===== config.mk =====
export PLATFORM = sky130hd
export DESIGN_NAME = fetch_unit
export DESIGN_NICKNAME = d
export VERILOG_FILES = /design/src/rtl/fetch_unit.sv
export SDC_FILE = /design/constraint.sdc
export NUM_CORES = 1
export LEC_CHECK = 0
export ABC_AREA = 1
export CAP_MARGIN = 0
export CORE_ASPECT_RATIO = 1.4
export CORE_MARGIN = 2
export CORE_UTILIZATION = 39
export DETAILED_ROUTE_END_ITERATION = 8
export SYNTH_ARGS = -nofsm -noshare
export SYNTH_HDL_FRONTEND = slang
export SYNTH_SLANG_ARGS = --single-unit

===== constraint.sdc =====
create_clock -name clk -period 9.52 [get_ports clk]
set_input_delay 2.856 -clock clk [delete_from_list [all_inputs] [get_ports clk]]
set_output_delay 2.856 -clock clk [all_outputs]
set_load 0.01 [all_outputs]

===== src/rtl/fetch_unit.sv =====
// Instruction fetch stage: owns the PC, issues one outstanding imem request at a time,
// presents fetched words to decode and applies branch/jump redirects, squashing stale fetches.
module fetch_unit #(
  parameter logic [31:0] RESET_PC  = 32'h0000_0000,
  parameter logic [31:0] NOP_INSTR = 32'h0000_0013
) (
  input  logic        clk,
  input  logic        reset,
  output logic        imem_req,
  output logic [31:0] imem_addr,
  input  logic        imem_gnt,
  input  logic        imem_rvalid,
  input  logic [31:0] imem_rdata,
  input  logic        redirect,
  input  logic [31:0] redirect_base,
  input  logic [31:0] redirect_imm,
  input  logic        redirect_jalr,
  output logic        instr_valid,
  input  logic        instr_ready,
  output logic [31:0] instr,
  output logic [31:0] instr_pc,
  output logic [31:0] instr_pc_plus4,
  output logic        misalign_err
);

  typedef enum logic [1:0] {IDLE, REQ, WAIT, HOLD} state_t;

  state_t      state;
  logic [31:0] fetch_pc;
  logic [31:0] pend_pc;
  logic        pend;
  logic        kill;
  logic [31:0] target;
  logic        legal;

  always_comb begin
    target = redirect_base + redirect_imm;
    if (redirect_jalr) target[0] = 1'b0;
  end

  assign legal = redirect & ~target[1];

  // Later assignments in a state branch deliberately override the generic pend capture,
  // so a redirect consumed in the same cycle never leaves a stale pending target behind.
  always_ff @(posedge clk or posedge reset) begin
    if (reset) begin
      state          <= IDLE;
      fetch_pc       <= RESET_PC;
      pend_pc        <= RESET_PC;
      pend           <= 1'b0;
      kill           <= 1'b0;
      imem_req       <= 1'b0;
      imem_addr      <= RESET_PC;
      instr_valid    <= 1'b0;
      instr          <= NOP_INSTR;
      instr_pc       <= RESET_PC;
      instr_pc_plus4 <= RESET_PC + 32'd4;
      misalign_err   <= 1'b0;
    end else begin
      misalign_err <= redirect & target[1];
      if (legal) begin
        pend_pc <= target;
        pend    <= 1'b1;
      end
      case (state)
        IDLE: begin
          state     <= REQ;
          imem_req  <= 1'b1;
          imem_addr <= fetch_pc;
        end
        REQ: begin
          if (imem_gnt) begin
            state    <= WAIT;
            imem_req <= 1'b0;
            kill     <= pend | legal;
          end
        end
        WAIT: begin
          if (legal) kill <= 1'b1;
          if (imem_rvalid) begin
            if (kill | legal) begin
              fetch_pc  <= legal ? target : pend_pc;
              imem_addr <= legal ? target : pend_pc;
              imem_req  <= 1'b1;
              pend      <= 1'b0;
              kill      <= 1'b0;
              state     <= REQ;
            end else begin
              instr          <= imem_rdata;
              instr_pc       <= fetch_pc;
              instr_pc_plus4 <= fetch_pc + 32'd4;
              instr_valid    <= 1'b1;
              state          <= HOLD;
            end
          end
        end
        HOLD: begin
          if (legal) begin
            instr_valid <= 1'b0;
            instr       <= NOP_INSTR;
            fetch_pc    <= target;
            imem_addr   <= target;
            imem_req    <= 1'b1;
            pend        <= 1'b0;
            state       <= REQ;
          end else if (instr_ready & ~redirect) begin
            instr_valid <= 1'b0;
            instr       <= NOP_INSTR;
            fetch_pc    <= fetch_pc + 32'd4;
            imem_addr   <= fetch_pc + 32'd4;
            imem_req    <= 1'b1;
            state       <= REQ;
          end
        end
        default: state <= IDLE;
      endcase
    end
  end

endmodule


Word-level counts from Yosys, hierarchy flattened
Cells that the tools add are included.
- bitwise gates (word level): 8
- eq/ne operators: 8
- mux-type cells: 40
- add/subtract/negate cells: 2
- reductions and logical operators: 11
- operators with widths (cell ; number):
    $mux W32 ; 9
    $pmux W32 S2 ; 2
    $pmux W32 S3 ; 1
    $add A32 B3 Y32 const B ; 1
    $add A32 B32 Y32 ; 1
    $mux W1 ; 18
    $reduce_and A4 Y1 ; 4
    $mux W2 ; 5
    $ne A2 B2 Y1 const B ; 4
    $pmux W2 S4 ; 1
    $pmux W1 S2 ; 3
    $reduce_and A3 Y1 ; 2
    $eq A2 B2 Y1 const B ; 2
    $pmux W1 S4 ; 1
    $reduce_bool A2 Y1 ; 2
    $and A1 B1 Y1 ; 3
    $ne A3 B3 Y1 const B ; 1
    $not A1 Y1 ; 3
    $reduce_bool A3 Y1 ; 1
    $eq A2 B1 Y1 const B ; 1
    $logic_not A2 Y1 ; 1
    $or A1 B1 Y1 ; 2
    $reduce_and A2 Y1 ; 1
- bits in registers: 199
- word-level logic and storage cells: 81
- input bits: 103

Longest topological paths before layout
Gate-level depths: netlist (run 1).
- word-level depth: 7
- mapped depth: 17
- gate-level depth less buffers: 17

Worst setup path after synthesis (run 1)
No wires, ideal clock.
- path type: input port to flip-flop
- start: input port redirect_base[0]
- end: register imem_addr[10]
- arrival: 4.754 ns
- slack: 4.647 ns
- setup time: 0.120 ns
- stages: 15
- required time: 9.400 ns
- path buffers: 1
- path through: ha_1 -> inv_1 -> fa_1 -> nand2_4 -> inv_2 -> nor2_2 -> a21oi_2 -> inv_2 -> nor2_2 -> inv_2 -> buf_2 -> a21oi_1 -> nand3_1 -> o21ai_0 -> inv_1
- longest elaborated chain between the ends: 7
- ends and longest elaborated chain (item ; line ; text):
    from (decl) ; 15 ; input logic [31:0] redirect_base,
    $add A32 B32 Y32 * ; 37 ; target = redirect_base + redirect_imm;
    $not A1 Y1 ; 41 ; assign legal = redirect & ~target[1];
    $and A1 B1 Y1 ; 41 ;
    $mux W32 ; -- ;
    $mux W32 ; 81 ; if (kill | legal) begin
    $mux W32 ; 80 ; if (imem_rvalid) begin
    $pmux W32 S3 ; 65 ; case (state)
    to (signal assigned) ; 69 ; imem_addr <= fetch_pc;
    to (signal assigned) ; 83 ; imem_addr <= legal ? target : pend_pc;
    to (signal assigned) ; 102 ; imem_addr <= target;
    to (decl) ; 10 ; output logic [31:0] imem_addr,
Every way passes the cells marked *; elsewhere a longest branch is shown, timed or not. The select of a mux whose other input is x is not followed.
A chain may end at the register's enable or synchronous reset.

Worst setup path after layout (run 1)
- start: input port redirect_base[0]
- end: register instr_pc_plus4[30]
- longest elaborated chain between the ends: 6
- ends and longest elaborated chain (item ; line ; text):
    $add A32 B32 Y32 ; 37 ;
    $not A1 Y1 ; 41 ;
    $and A1 B1 Y1 ; 41 ;
    $or A1 B1 Y1 ; 81 ;
    $not A1 Y1 (no source line) ; -- ;
    $reduce_and A3 Y1 (no source line) ; -- ;
    to (signal assigned) ; 57 ; instr_pc_plus4 <= RESET_PC + 32'd4;
    to (signal assigned) ; 91 ; instr_pc_plus4 <= fetch_pc + 32'd4;
    to (decl) ; 22 ; output logic [31:0] instr_pc_plus4,
No other way between the ends.

==> key figures, run 1 <==
Clock tree
  – Clk buf depth: 2
  – Number of CTS-inserted buffers: 17
  – Clock tree from TritonCTS: yes
  – Clock Pin Slew Worst Setup and Hold Paths: approximately 0.080 ns
  – Clk Tree Root Cell: sky130_fd_sc_hd__clkbuf_16
  – Clock net sink count: between 150 and 200
  – Count of cells resized by post-cts repair: 0
  – Clock Latency Late Sink: 0.46 ns
  – Hold_buf cts: 0
  – Setup repair bufs after CTS: 0
  – H-Tree Depth: 4

Detailed routing
  – DRT Pass-1 Iters: 5
  – Number of nets with antenna violations after routing: 0
  – Wire length per cell: 16.8 um
  – Number of vias per cell: ~5
  – DRC marker count from the first detailed-route iteration: 708
  – Number of design rule violations left after detail routing: 0
  – Detailed-route wire length: 36,600 um
  – Via count: about 11,000

Global routing
  – Aggregate global routing overflow: 0
  – Largest net degree at the start of global routing: between 100 and 150
  – Wire length of the first global-routing pass: slightly below 60,000 um
  – Initial antenna violation count: 0
  – GRT Overall Usage: 0.242
  – Via count of the first global-routing pass: around 11,000

Logic synthesis
  – Net count after synthesis: roughly 1,700
  – Top area cells in the synthesized netlist: sky130_fd_sc_hd__dfrtp_1, sky130_fd_sc_hd__nand2_1, sky130_fd_sc_hd__inv_1
  – Area leader, netlist: sky130_fd_sc_hd__dfrtp_1
  – Share of synthesized registers carrying an async set or reset: 1.00
  – Post-synth EDFFs: 0
  – Count of cell types in the netlist: 45
  – Area fraction of the dominant cell type after synthesis: 0.419
  – Most used flip-flop cell after synthesis: sky130_fd_sc_hd__dfrtp_1
  – Sequential area share after synthesis: 0.428
  – Synth Warn #: 0
  – Seq cells post-synth: approximately 200
  – Post-Synthesis Cells: ~1,600
  – Syn Area/Cell: 7.26 um2
  – Synthesized cell area: approximately 12,000 um2

STA
  – Fin. max-slew vios: 0
  – Setup TNS Final: 0 ns
  – Period utilization: 0.729
  – Least setup slack across all paths after layout: 2.58 ns
  – Unrepaired setup endpoints after global routing: false
  – Worst-case headroom to the max-slew limit: 0.329
  – Clock Skews: about 0.013 ns
  – Actual transition at the worst max-transition pin: slightly above 1 ns
  – Number of setup violations in the final report: 0
  – Hold Fails Final Rpt: 0
  – Maximum clock frequency: 0.144 GHz
  – Post-layout min period: between 6 and 7 ns

Critical path
  – Crit. End Element: register
  – Worst EP required: between 9 and 10 ns
  – Critical Setup Path Class: primary input to register
  – Internal reg-to-reg setup slack: roughly 5.9 ns
  – R2r startpoint: state[0]
  – Startpoint type of the worst setup path: primary input
  – Crit path arrival time: 7.26 ns
  – Worst setup startpoint: redirect_base[0]
  – Critical path peak fanout: 64

Final layout
  – Diode insertion count for antenna repair: 0
  – Final-layout fill cell count: between 2,000 and 3,000
  – Post-Layout Cell Count: between 2,000 and 2,500
  – Final cell area excluding filler cells: 14,700 um2
  – Area delta synth->final: 27.6%
  – Number of nets at the end of the flow: around 1,900
  – Proportion of layout cells with a drive suffix above 1: 0.0566

Place
  – Post-placement setup slack: just over 2 ns
  – IO Port Bufs: ~230
  – Placed wire-length estimate: 27,000 um
  – Routability-driven placement congestion ratio: ~0.9
  – Total placed cells including tap cells: between 2,000 and 2,500
  – Area of placed instances: approximately 14,000 um2

Power and ir drop
  – Logic gate share of total power: 0.495
  – Share of total power consumed by net switching: 0.421
  – VDD IR-drop max: 0.178 mV
  – Switching component of the power: approximately 1.9 mW
  – Pleak: about 7.4 nW
  – Internal Dissipation: between 2 and 3 mW
  – Clock group share of total power: 0.165
  – Sequential share of power: 0.340
  – Power per cell area: 300 nW/um2

Die
  – X dimension of the die: approximately 150 um
  – Top Ports: about 230
  – Vertical extent of the die: roughly 210 um
  – Core Rows: 74
  – Die area: around 31,000 um2
  – Initial Utilization: 0.395
  – Core area: slightly below 30,000 um2

Worst hold path
  – Worst Hold Class: register to register
  – Startpoint of the most critical hold path: imem_req

Run
  – Count of maximum capacitance violations: 0

Status
  – Run status: complete, no violations
final cells by class:
type                       instances  area, um2  share of cell area
clock buffer                      19        443              0.0301
timing repair buffer             240       2380               0.162
clock inverter                    13        133             0.00902
tap                              380        475              0.0323
inverter                         205        777              0.0528
sequential                       197       4930               0.336
multi-input combinational       1129       5560               0.378
path summary, 6_finish.rpt:
kind / to / depth (start not counted)
hold reg to reg: imem_req / 2
setup reg to reg: fetch_pc[30] / 9
hold / removal: imem_req / 2
setup / recovery: instr_pc_plus4[30] / 13
max in group asynchronous: instr[24] / 3
min in group asynchronous: instr_pc_plus4[23] / 2
power groups by stage:
stage                     Sequential [mW]  Clock, mW  Combinational, mW
after CTS                            1.50      0.739               2.20
after global routing                 1.55      0.770               2.42
after global placement               1.51          0               2.16
after detailed placement             1.51          0               2.19
final                                1.50      0.728               2.18
after floorplan                      1.55          0               1.16
cells in the mapped netlist (2+ instances only):
library cell and number:
sky130_fd_sc_hd__nor3_1 18, sky130_fd_sc_hd__nor3_4 4, sky130_fd_sc_hd__nand3_1 92, sky130_fd_sc_hd__nor2_1 103, sky130_fd_sc_hd__xnor2_1 7, sky130_fd_sc_hd__xor2_1 17, sky130_fd_sc_hd__nand2_1 573, sky130_fd_sc_hd__a21o_1 2
sky130_fd_sc_hd__buf_2 17, sky130_fd_sc_hd__clkbuf_1 28, sky130_fd_sc_hd__dfstp_2 4, sky130_fd_sc_hd__o21ai_1 5, sky130_fd_sc_hd__or2_2 16, sky130_fd_sc_hd__nand4_1 5, sky130_fd_sc_hd__inv_1 197, sky130_fd_sc_hd__buf_1 2
sky130_fd_sc_hd__nand3_2 3, sky130_fd_sc_hd__dfrtp_1 193, sky130_fd_sc_hd__nor2_4 3, sky130_fd_sc_hd__o21a_1 3, sky130_fd_sc_hd__o22a_1 3, sky130_fd_sc_hd__nor3b_1 2, sky130_fd_sc_hd__nand2_2 5, sky130_fd_sc_hd__a21oi_1 63
sky130_fd_sc_hd__ha_1 35, sky130_fd_sc_hd__buf_4 8, sky130_fd_sc_hd__o21ai_2 3, sky130_fd_sc_hd__a31oi_1 22, sky130_fd_sc_hd__nand3b_1 2, sky130_fd_sc_hd__inv_2 8, sky130_fd_sc_hd__nor2_2 9, sky130_fd_sc_hd__a21oi_2 2
sky130_fd_sc_hd__a22o_1 29, sky130_fd_sc_hd__a22oi_1 2, sky130_fd_sc_hd__nand2_4 3, sky130_fd_sc_hd__o22ai_1 3, sky130_fd_sc_hd__o21bai_1 6, sky130_fd_sc_hd__o21ai_0 83
critical path: stages:
cell	delay (ns)
sky130_fd_sc_hd__clkdlybuf4s50_1	0.46
sky130_fd_sc_hd__ha_1	0.19
sky130_fd_sc_hd__inv_1	0.06
sky130_fd_sc_hd__fa_1	0.56
sky130_fd_sc_hd__nand2_4	0.39
sky130_fd_sc_hd__inv_2	0.79
sky130_fd_sc_hd__nor2_1	0.11
sky130_fd_sc_hd__nand2_2	0.14
sky130_fd_sc_hd__nor2_2	0.04
sky130_fd_sc_hd__buf_4	0.22
sky130_fd_sc_hd__inv_2	0.75
sky130_fd_sc_hd__buf_4	0.46
sky130_fd_sc_hd__o21ai_0	0.14
sequential cells by signal, indices dropped and copies added, names as in the netlist:
register,flops
instr_pc_plus4,30
state,2
imem_addr,32
kill,1
imem_req,1
instr_valid,1
instr_pc,32
pend,1
pend_pc,32
instr,32
fetch_pc,32
misalign_err,1
placed cells by master, fill, tap and decap left out, types with 6 or more instances in the layout:
cell	instances
sky130_fd_sc_hd__nor3_1	18
sky130_fd_sc_hd__a22o_1	29
sky130_fd_sc_hd__nor2_2	8
sky130_fd_sc_hd__o21ai_0	83
sky130_fd_sc_hd__xor2_1	17
sky130_fd_sc_hd__nor2_1	103
sky130_fd_sc_hd__or2_2	16
sky130_fd_sc_hd__inv_1	196
sky130_fd_sc_hd__a21oi_1	63
sky130_fd_sc_hd__a31oi_1	22
sky130_fd_sc_hd__inv_6	9
sky130_fd_sc_hd__clkbuf_16	17
sky130_fd_sc_hd__nand2_1	573
sky130_fd_sc_hd__xnor2_1	7
sky130_fd_sc_hd__inv_2	8
sky130_fd_sc_hd__nand3_1	92
sky130_fd_sc_hd__buf_4	7
sky130_fd_sc_hd__dfrtp_1	193
sky130_fd_sc_hd__o21bai_1	6
sky130_fd_sc_hd__ha_1	34
sky130_fd_sc_hd__clkdlybuf4s50_1	233
through the flow:
stage                util  power (mW)  hold slack (ns)
floorplan               -        2.71            0.448
global placement    0.484        3.67            0.454
detailed placement  0.484        3.70            0.466
CTS                 0.504        4.44            0.485
global route        0.504        4.74            0.497
finish              0.504        4.41            0.481
routing by layer:
layer / part of all wire / global-route usage / vias up
met2: 0.49 / 0.420 / 369
met3: 0.065 / 0.0466 / 68
met1: 0.41 / 0.296 / 5024
met5: 0 / 0 / -
li1: - / - / 5421
met4: 0.028 / 0.0893 / 0
kinds of logic after synthesis:
| group | Yosys count | synth area share |
|---|---|---|
| AO/OA/AOI/OAI | 228 | 0.117 |
| XOR/XNOR | 25 | 0.0196 |
| adder cells (fa/ha/maj) | 36 | 0.0397 |
| buffers and inverters | 261 | 0.0903 |
| flip-flops | 197 | 0.428 |
| AND/OR/NAND/NOR | 840 | 0.305 |
No activity file was read; power rests on OpenSTA's default activity.
==> run 2: changes to the inputs <==
- PLACE_DENSITY: not set -> 0.66
- clock period: 9.52 -> 6.2 ns (I/O delays scaled with it)
==> key figures, run 2 (synthesis gave the netlist of run 1 again) <==
Critical path
  – R2r startpoint: state[0]
  – Critical Setup Path Class: primary input to register
  – Worst setup startpoint: redirect_base[0]
  – Startpoint type of the worst setup path: primary input
  – Critical Path Sink: instr[2]
  – Internal reg-to-reg setup slack: 2.65 ns (-3.27 ns)
  – Crit path arrival time: 4.93 ns (-2.33 ns)
  – Crit. End Element: register
  – Cell depth of the worst flop-to-flop path: 9 (unchanged)
  – Critical path peak fanout: 31 (-52%)
  – RR Endpoint: instr[2]
  – Worst EP required: 6.59 ns (-3.25 ns)

Detailed routing
  – Number of design rule violations left after detail routing: 0 (unchanged)
  – DRC marker count from the first detailed-route iteration: 821 (+16%)
  – Met3 Routed Length: 2270 um (-4.5%)
  – Via count: 11,000 (+1.2%)
  – WL met1: 14,900 um (-1.4%)
  – Number of vias per cell: 5.04 (+1.0%)
  – Number of nets with antenna violations after routing: 0 (unchanged)
  – DRT Pass-1 Iters: 6 (+1)
  – Uppermost routed layer: met4
  – Wire length per cell: 16.3 um (-2.5%)
  – Met2 wirelength from detailed routing: 17,300 um (-4.2%)
  – Detailed-route wire length: 35,700 um (-2.3%)

Clock tree
  – Clock net sink count: 197 (unchanged)
  – Number of CTS-inserted buffers: 17 (unchanged)
  – Clk Tree Root Cell: sky130_fd_sc_hd__clkbuf_16
  – Clock Latency Late Sink: 0.46 ns (about the same)
  – Clk buf depth: 2 (unchanged)
  – H-Tree Depth: 4 (unchanged)
  – Hold_buf cts: 0 (unchanged)
  – Count of cells resized by post-cts repair: 0 (unchanged)
  – Setup repair bufs after CTS: 0 (unchanged)
  – Clock tree from TritonCTS: yes
  – Clock Pin Slew Worst Setup and Hold Paths: 0.08 ns (about the same)

Power and ir drop
  – Clock group share of total power: 0.161 (-0.004)
  – Power per cell area: 456 nW/um2 (+52%)
  – VDD IR-drop max: 0.243 mV (+37%)
  – Sequential share of power: 0.345 (+0.005)
  – Internal Dissipation: 3.91 mW (+53%)
  – Logic gate share of total power: 0.494 (about the same)
  – Pleak: 7.42 nW (+0.15%)
  – Switching component of the power: 2.81 mW (+51%)
  – Share of total power consumed by net switching: 0.418 (-0.00336)

Die
  – Core Rows: 74 (unchanged)
  – X dimension of the die: 149 um (unchanged)
  – Initial Utilization: 0.395 (unchanged)
  – Die area: 31,000 um2 (unchanged)
  – Vertical extent of the die: 207 um (unchanged)
  – Top Ports: 234 (unchanged)
  – Core area: 29,200 um2 (unchanged)

STA
  – Hold Fails Final Rpt: 0 (unchanged)
  – Fin. max-slew vios: 0 (unchanged)
  – Clock Skews: 0.0130 ns (+0.000162 ns)
  – Unrepaired setup endpoints after global routing: false
  – Maximum clock frequency: between 0.2 and 0.25 GHz
  – Setup TNS Final: 0 ns (unchanged)
  – Actual transition at the worst max-transition pin: 1.20 ns (+0.192 ns)
  – Post-layout min period: roughly 4.5 ns
  – Period utilization: 0.733
  – Worst-case headroom to the max-slew limit: 0.201 (-0.128)
  – Number of setup violations in the final report: 0 (unchanged)

Place
  – Routability-driven placement congestion ratio: 0.919 (+2.7%)
  – Area of placed instances: 14,200 um2 (+0.27%)
  – Total placed cells including tap cells: 2,155 (+0.19%)
  – IO Port Bufs: 233 (unchanged)
  – Placed wire-length estimate: 26,500 um (-2.0%)

Final layout
  – Number of nets at the end of the flow: 1,933 (+0.21%)
  – Final cell area excluding filler cells: 14,700 um2 (+0.16%)
  – Post-Layout Cell Count: 2,187 (+0.18%)
  – Proportion of layout cells with a drive suffix above 1: 0.0581 (+0.00153)
  – Most common cell after layout, fill and taps aside: sky130_fd_sc_hd__nand2_1
  – Area delta synth->final: 27.8%
  – Commonest cells after routing, fill and taps aside: sky130_fd_sc_hd__nand2_1, sky130_fd_sc_hd__clkdlybuf4s50_1, sky130_fd_sc_hd__inv_1
  – Diode insertion count for antenna repair: 0 (unchanged)

Global routing
  – Aggregate global routing overflow: 0 (unchanged)
  – Wire length of the first global-routing pass: 56,900 um (-2.5%)
  – GRT Overall Usage: 0.235 (-0.00714)
  – Largest net degree at the start of global routing: 198 (+48%)
  – Initial antenna violation count: 0 (unchanged)
  – Via count of the first global-routing pass: 11,000 (-0.22%)

Status
  – Run status: complete, no violations

Run
  – Count of maximum capacitance violations: 0 (unchanged)

Worst hold path
  – Worst Hold Class: register to register
run 2: cell count changes in the layout (fill, tap and decap cells not counted), sizes merged:
cell | previous run | this run
buf | 7 | 11
clkinv | 1 | 7
clkinvlp | 1 | 2
inv | 215 | 208
run 2: metal layers:
metal / GRT usage / up-vias
met5: 0 / -
met3: 0.0442 / 77
met2: 0.396 / 393
met4: 0.101 / 0
met1: 0.292 / 5117
li1: - / 5426
run 2: power groups by stage:
stage	sequential [mW]	combinational [mW]	clock, mW
final	2.32	3.32	1.08
after detailed placement	2.33	3.33	0
after CTS	2.32	3.34	1.10
after floorplan	2.38	1.79	0
after global placement	2.34	3.27	0
after global routing	2.39	3.68	1.15
run 2: final cells by class:
class	instances	area [um2]
Clock buffer	19	433
Clock inverter	13	128
Fill cell	2851	14400
Inverter	205	773
Multi-Input combinational cell	1129	5560
Sequential cell	197	4930
Tap cell	380	475
Timing Repair Buffer	244	2430
run 2: through the flow:
stage | hold slack [ns] | worst slack, ns | power [mW] | util
6_report | 0.477 | 1.66 | 6.72 | 0.505
5_1_grt | 0.497 | 1.38 | 7.22 | 0.505
4_1_cts | 0.480 | 1.68 | 6.76 | 0.505
3_5_place_dp | 0.461 | 1.21 | 5.66 | 0.486
3_3_place_gp | 0.458 | 1.26 | 5.61 | 0.486
2_1_floorplan | 0.448 | 1.80 | 4.17 | -
run 2: worst min path at each step:
| stage | to | cells after the start | start |
|---|---|---|---|
| 2_1_floorplan | pend_pc[1] | 2 | pend_pc[1] |
| 3_3_place_gp | instr_pc[15] | 2 | instr_pc[15] |
| 3_5_place_dp | instr_pc[11] | 2 | instr_pc[11] |
| 4_1_cts | instr_pc[23] | 2 | instr_pc[23] |
| 5_1_grt | instr_pc[23] | 2 | instr_pc[23] |
| 6_report | instr_pc[23] | 2 | instr_pc[23] |
run 2: critical path, stage by stage:
cell,delay [ns]
sky130_fd_sc_hd__clkdlybuf4s50_1,0.46
sky130_fd_sc_hd__ha_1,0.18
sky130_fd_sc_hd__inv_1,0.06
sky130_fd_sc_hd__fa_1,0.55
sky130_fd_sc_hd__nand2_4,0.09
sky130_fd_sc_hd__inv_2,0.10
sky130_fd_sc_hd__nor2_2,0.07
sky130_fd_sc_hd__a21oi_2,0.26
sky130_fd_sc_hd__nand2_2,0.38
sky130_fd_sc_hd__inv_2,0.21
sky130_fd_sc_hd__nand2_2,0.10
sky130_fd_sc_hd__inv_2,0.40
sky130_fd_sc_hd__a22o_1,0.20
==> run 3: changes to the inputs <==
- PLACE_DENSITY: 0.66 -> not set
- clock period: 6.2 -> 4.5 ns (I/O delays scaled with it)
==> key figures, run 3 (synthesis gave the netlist of run 1 again) <==
STA
  – Fin. max-slew vios: 0 (unchanged)
  – Maximum clock frequency: ~0.27 GHz
  – Hold Fails Final Rpt: 0 (unchanged)
  – Worst-case headroom to the max-slew limit: 0.552 (+0.351)
  – Setup TNS Final: 0 ns (unchanged)
  – Actual transition at the worst max-transition pin: 0.672 ns (-0.526 ns)
  – Clock Skews: 0.0118 ns (-0.00121 ns)
  – Unrepaired setup endpoints after global routing: false
  – Post-layout min period: 3.71 ns
  – Period utilization: 0.825
  – Number of setup violations in the final report: 0 (unchanged)

Global routing
  – Largest net degree at the start of global routing: 118 (-40%)
  – Aggregate global routing overflow: 0 (unchanged)
  – GRT Overall Usage: 0.240 (+0.00494)
  – Initial antenna violation count: 0 (unchanged)
  – Via count of the first global-routing pass: 10,600 (-4.0%)
  – Wire length of the first global-routing pass: 57,500 um (+1.1%)

Place
  – Routability-driven placement congestion ratio: 0.942 (+2.6%)
  – IO Port Bufs: 233 (unchanged)
  – Placed wire-length estimate: 27,600 um (+4.1%)

Detailed routing
  – DRT Pass-1 Iters: 5 (-1)
  – Detailed-route wire length: 37,000 um (+3.5%)
  – Number of design rule violations left after detail routing: 0 (unchanged)
  – Via count: 10,900 (-1.1%)
  – Wire length per cell: 16.9 um (+3.2%)
  – DRC marker count from the first detailed-route iteration: 687 (-16%)
  – Number of vias per cell: 4.97 (-1.4%)
  – Number of nets with antenna violations after routing: 0 (unchanged)

Critical path
  – Crit. End Element: register
  – Worst setup startpoint: redirect_base[0]
  – Startpoint type of the worst setup path: primary input
  – Critical path peak fanout: 27 (-13%)
  – Crit path arrival time: 4.06 ns (-0.87 ns)
  – Critical Setup Path Class: primary input to register
  – R2r startpoint: state[0]
  – Worst EP required: 4.84 ns (-1.75 ns)

Power and ir drop
  – Clock group share of total power: 0.170 (+0.009)
  – Switching component of the power: 3.97 mW (+41%)
  – Power per cell area: 637 nW/um2 (+40%)
  – VDD IR-drop max: 0.372 mV (+53%)
  – Share of total power consumed by net switching: 0.419 (+0.00121)
  – Pleak: 7.49 nW (+0.93%)
  – Power after layout: 9.47 mW (+41%)
  – Sequential share of power: 0.339 (-0.006)
  – Logic gate share of total power: 0.491 (-0.003)
  – Internal Dissipation: 5.51 mW (+41%)

Clock tree
  – Clock Pin Slew Worst Setup and Hold Paths: 0.08 ns (about the same)
  – Hold_buf cts: 0 (unchanged)
  – Number of CTS-inserted buffers: 17 (unchanged)
  – Clock tree from TritonCTS: yes
  – Clock Latency Late Sink: 0.45 ns (about the same)
  – Clk Tree Root Cell: sky130_fd_sc_hd__clkbuf_16
  – Clock net sink count: 197 (unchanged)
  – Setup repair bufs after CTS: 0 (unchanged)
  – Clk buf depth: 2 (unchanged)
  – Count of cells resized by post-cts repair: 0 (unchanged)
  – H-Tree Depth: 4 (unchanged)

Final layout
  – Most common cell after layout, fill and taps aside: sky130_fd_sc_hd__nand2_1
  – Diode insertion count for antenna repair: 0 (unchanged)
  – Number of nets at the end of the flow: 1,940 (+0.36%)
  – Area delta synth->final: 29.1%
  – Final-layout fill cell count: 2,870 (+0.67%)
  – Commonest cells after routing, fill and taps aside: sky130_fd_sc_hd__nand2_1, sky130_fd_sc_hd__clkdlybuf4s50_1, sky130_fd_sc_hd__inv_1
  – Proportion of layout cells with a drive suffix above 1: 0.0628 (+0.00474)

Die
  – Top Ports: 234 (unchanged)
  – Initial Utilization: 0.395 (unchanged)
  – Core Rows: 74 (unchanged)
  – Vertical extent of the die: 207 um (unchanged)
  – Core area: 29,200 um2 (unchanged)
  – X dimension of the die: 149 um (unchanged)
  – Die area: 31,000 um2 (unchanged)

Worst hold path
  – Startpoint of the most critical hold path: instr_pc[15]
  – Worst Hold Class: register to register

Status
  – Run status: complete, no violations

Run
  – Count of maximum capacitance violations: 0 (unchanged)
run 3: metal layers:
layer / up-vias / track usage / wire length, um
met4: 0 / 0.0851 / 1090
met2: 360 / 0.417 / 18300
met1: 5035 / 0.296 / 15300
li1: 5448 / - / -
met5: - / 0 / 0
met3: 53 / 0.0440 / 2310
run 3: critical path: stages:
cell,delay (ns)
sky130_fd_sc_hd__clkdlybuf4s50_1,0.46
sky130_fd_sc_hd__ha_1,0.18
sky130_fd_sc_hd__inv_1,0.06
sky130_fd_sc_hd__fa_1,0.56
sky130_fd_sc_hd__nand2_4,0.09
sky130_fd_sc_hd__inv_2,0.08
sky130_fd_sc_hd__nor2_2,0.06
sky130_fd_sc_hd__a21oi_2,0.24
sky130_fd_sc_hd__inv_2,0.09
sky130_fd_sc_hd__nor2_2,0.14
sky130_fd_sc_hd__inv_2,0.27
sky130_fd_sc_hd__a21oi_1,0.20
sky130_fd_sc_hd__nand2_1,0.07
sky130_fd_sc_hd__a21oi_1,0.13
sky130_fd_sc_hd__nor2_1,0.06
run 3: worst paths after layout:
kind	cells past startpoint	endpoint	slack, ns
worst min-delay path	2	instr_pc[15]	0.48
max in group asynchronous	3	instr_pc_plus4[10]	2.26
min in group asynchronous	2	instr[21]	1.25
worst max-delay path	15	imem_addr[24]	0.79
worst min register to register	2	instr_pc[15]	0.48
worst max register to register	13	imem_addr[24]	1.61
run 3: power groups by stage:
stage	logic [mW]	clock network [mW]	registers, mW
finish	4.65	1.61	3.21
global route	5.13	1.70	3.30
CTS	4.68	1.64	3.21
detailed placement	4.68	0	3.22
global placement	4.60	0	3.24
floorplan	2.46	0	3.28
run 3: final cells by class:
cell class | count | area, um2 | share of cell area
Tap cell | 380 | 475 | 0.0319
Timing Repair Buffer | 251 | 2530 | 0.170
Inverter | 205 | 773 | 0.0520
Clock buffer | 17 | 425 | 0.0286
Multi-Input combinational cell | 1129 | 5560 | 0.373
Sequential cell | 197 | 4930 | 0.332
Clock inverter | 15 | 185 | 0.0124
run 3: through the flow:
| step | util | hold slack, ns | instances | instance area, um2 | worst slack (ns) |
|---|---|---|---|---|---|
| 4_1_cts | 0.510 | 0.487 | 2194 | 14900 | 0.786 |
| 2_1_floorplan | - | 0.448 | 1587 | 11500 | 0.607 |
| 3_5_place_dp | 0.489 | 0.459 | 2162 | 14300 | 0.329 |
| 3_3_place_gp | 0.489 | 0.455 | 2162 | 14300 | 0.403 |
| 5_1_grt | 0.510 | 0.514 | 2194 | 14900 | 0.586 |
| 6_report | 0.510 | 0.479 | 2194 | 14900 | 0.786 |
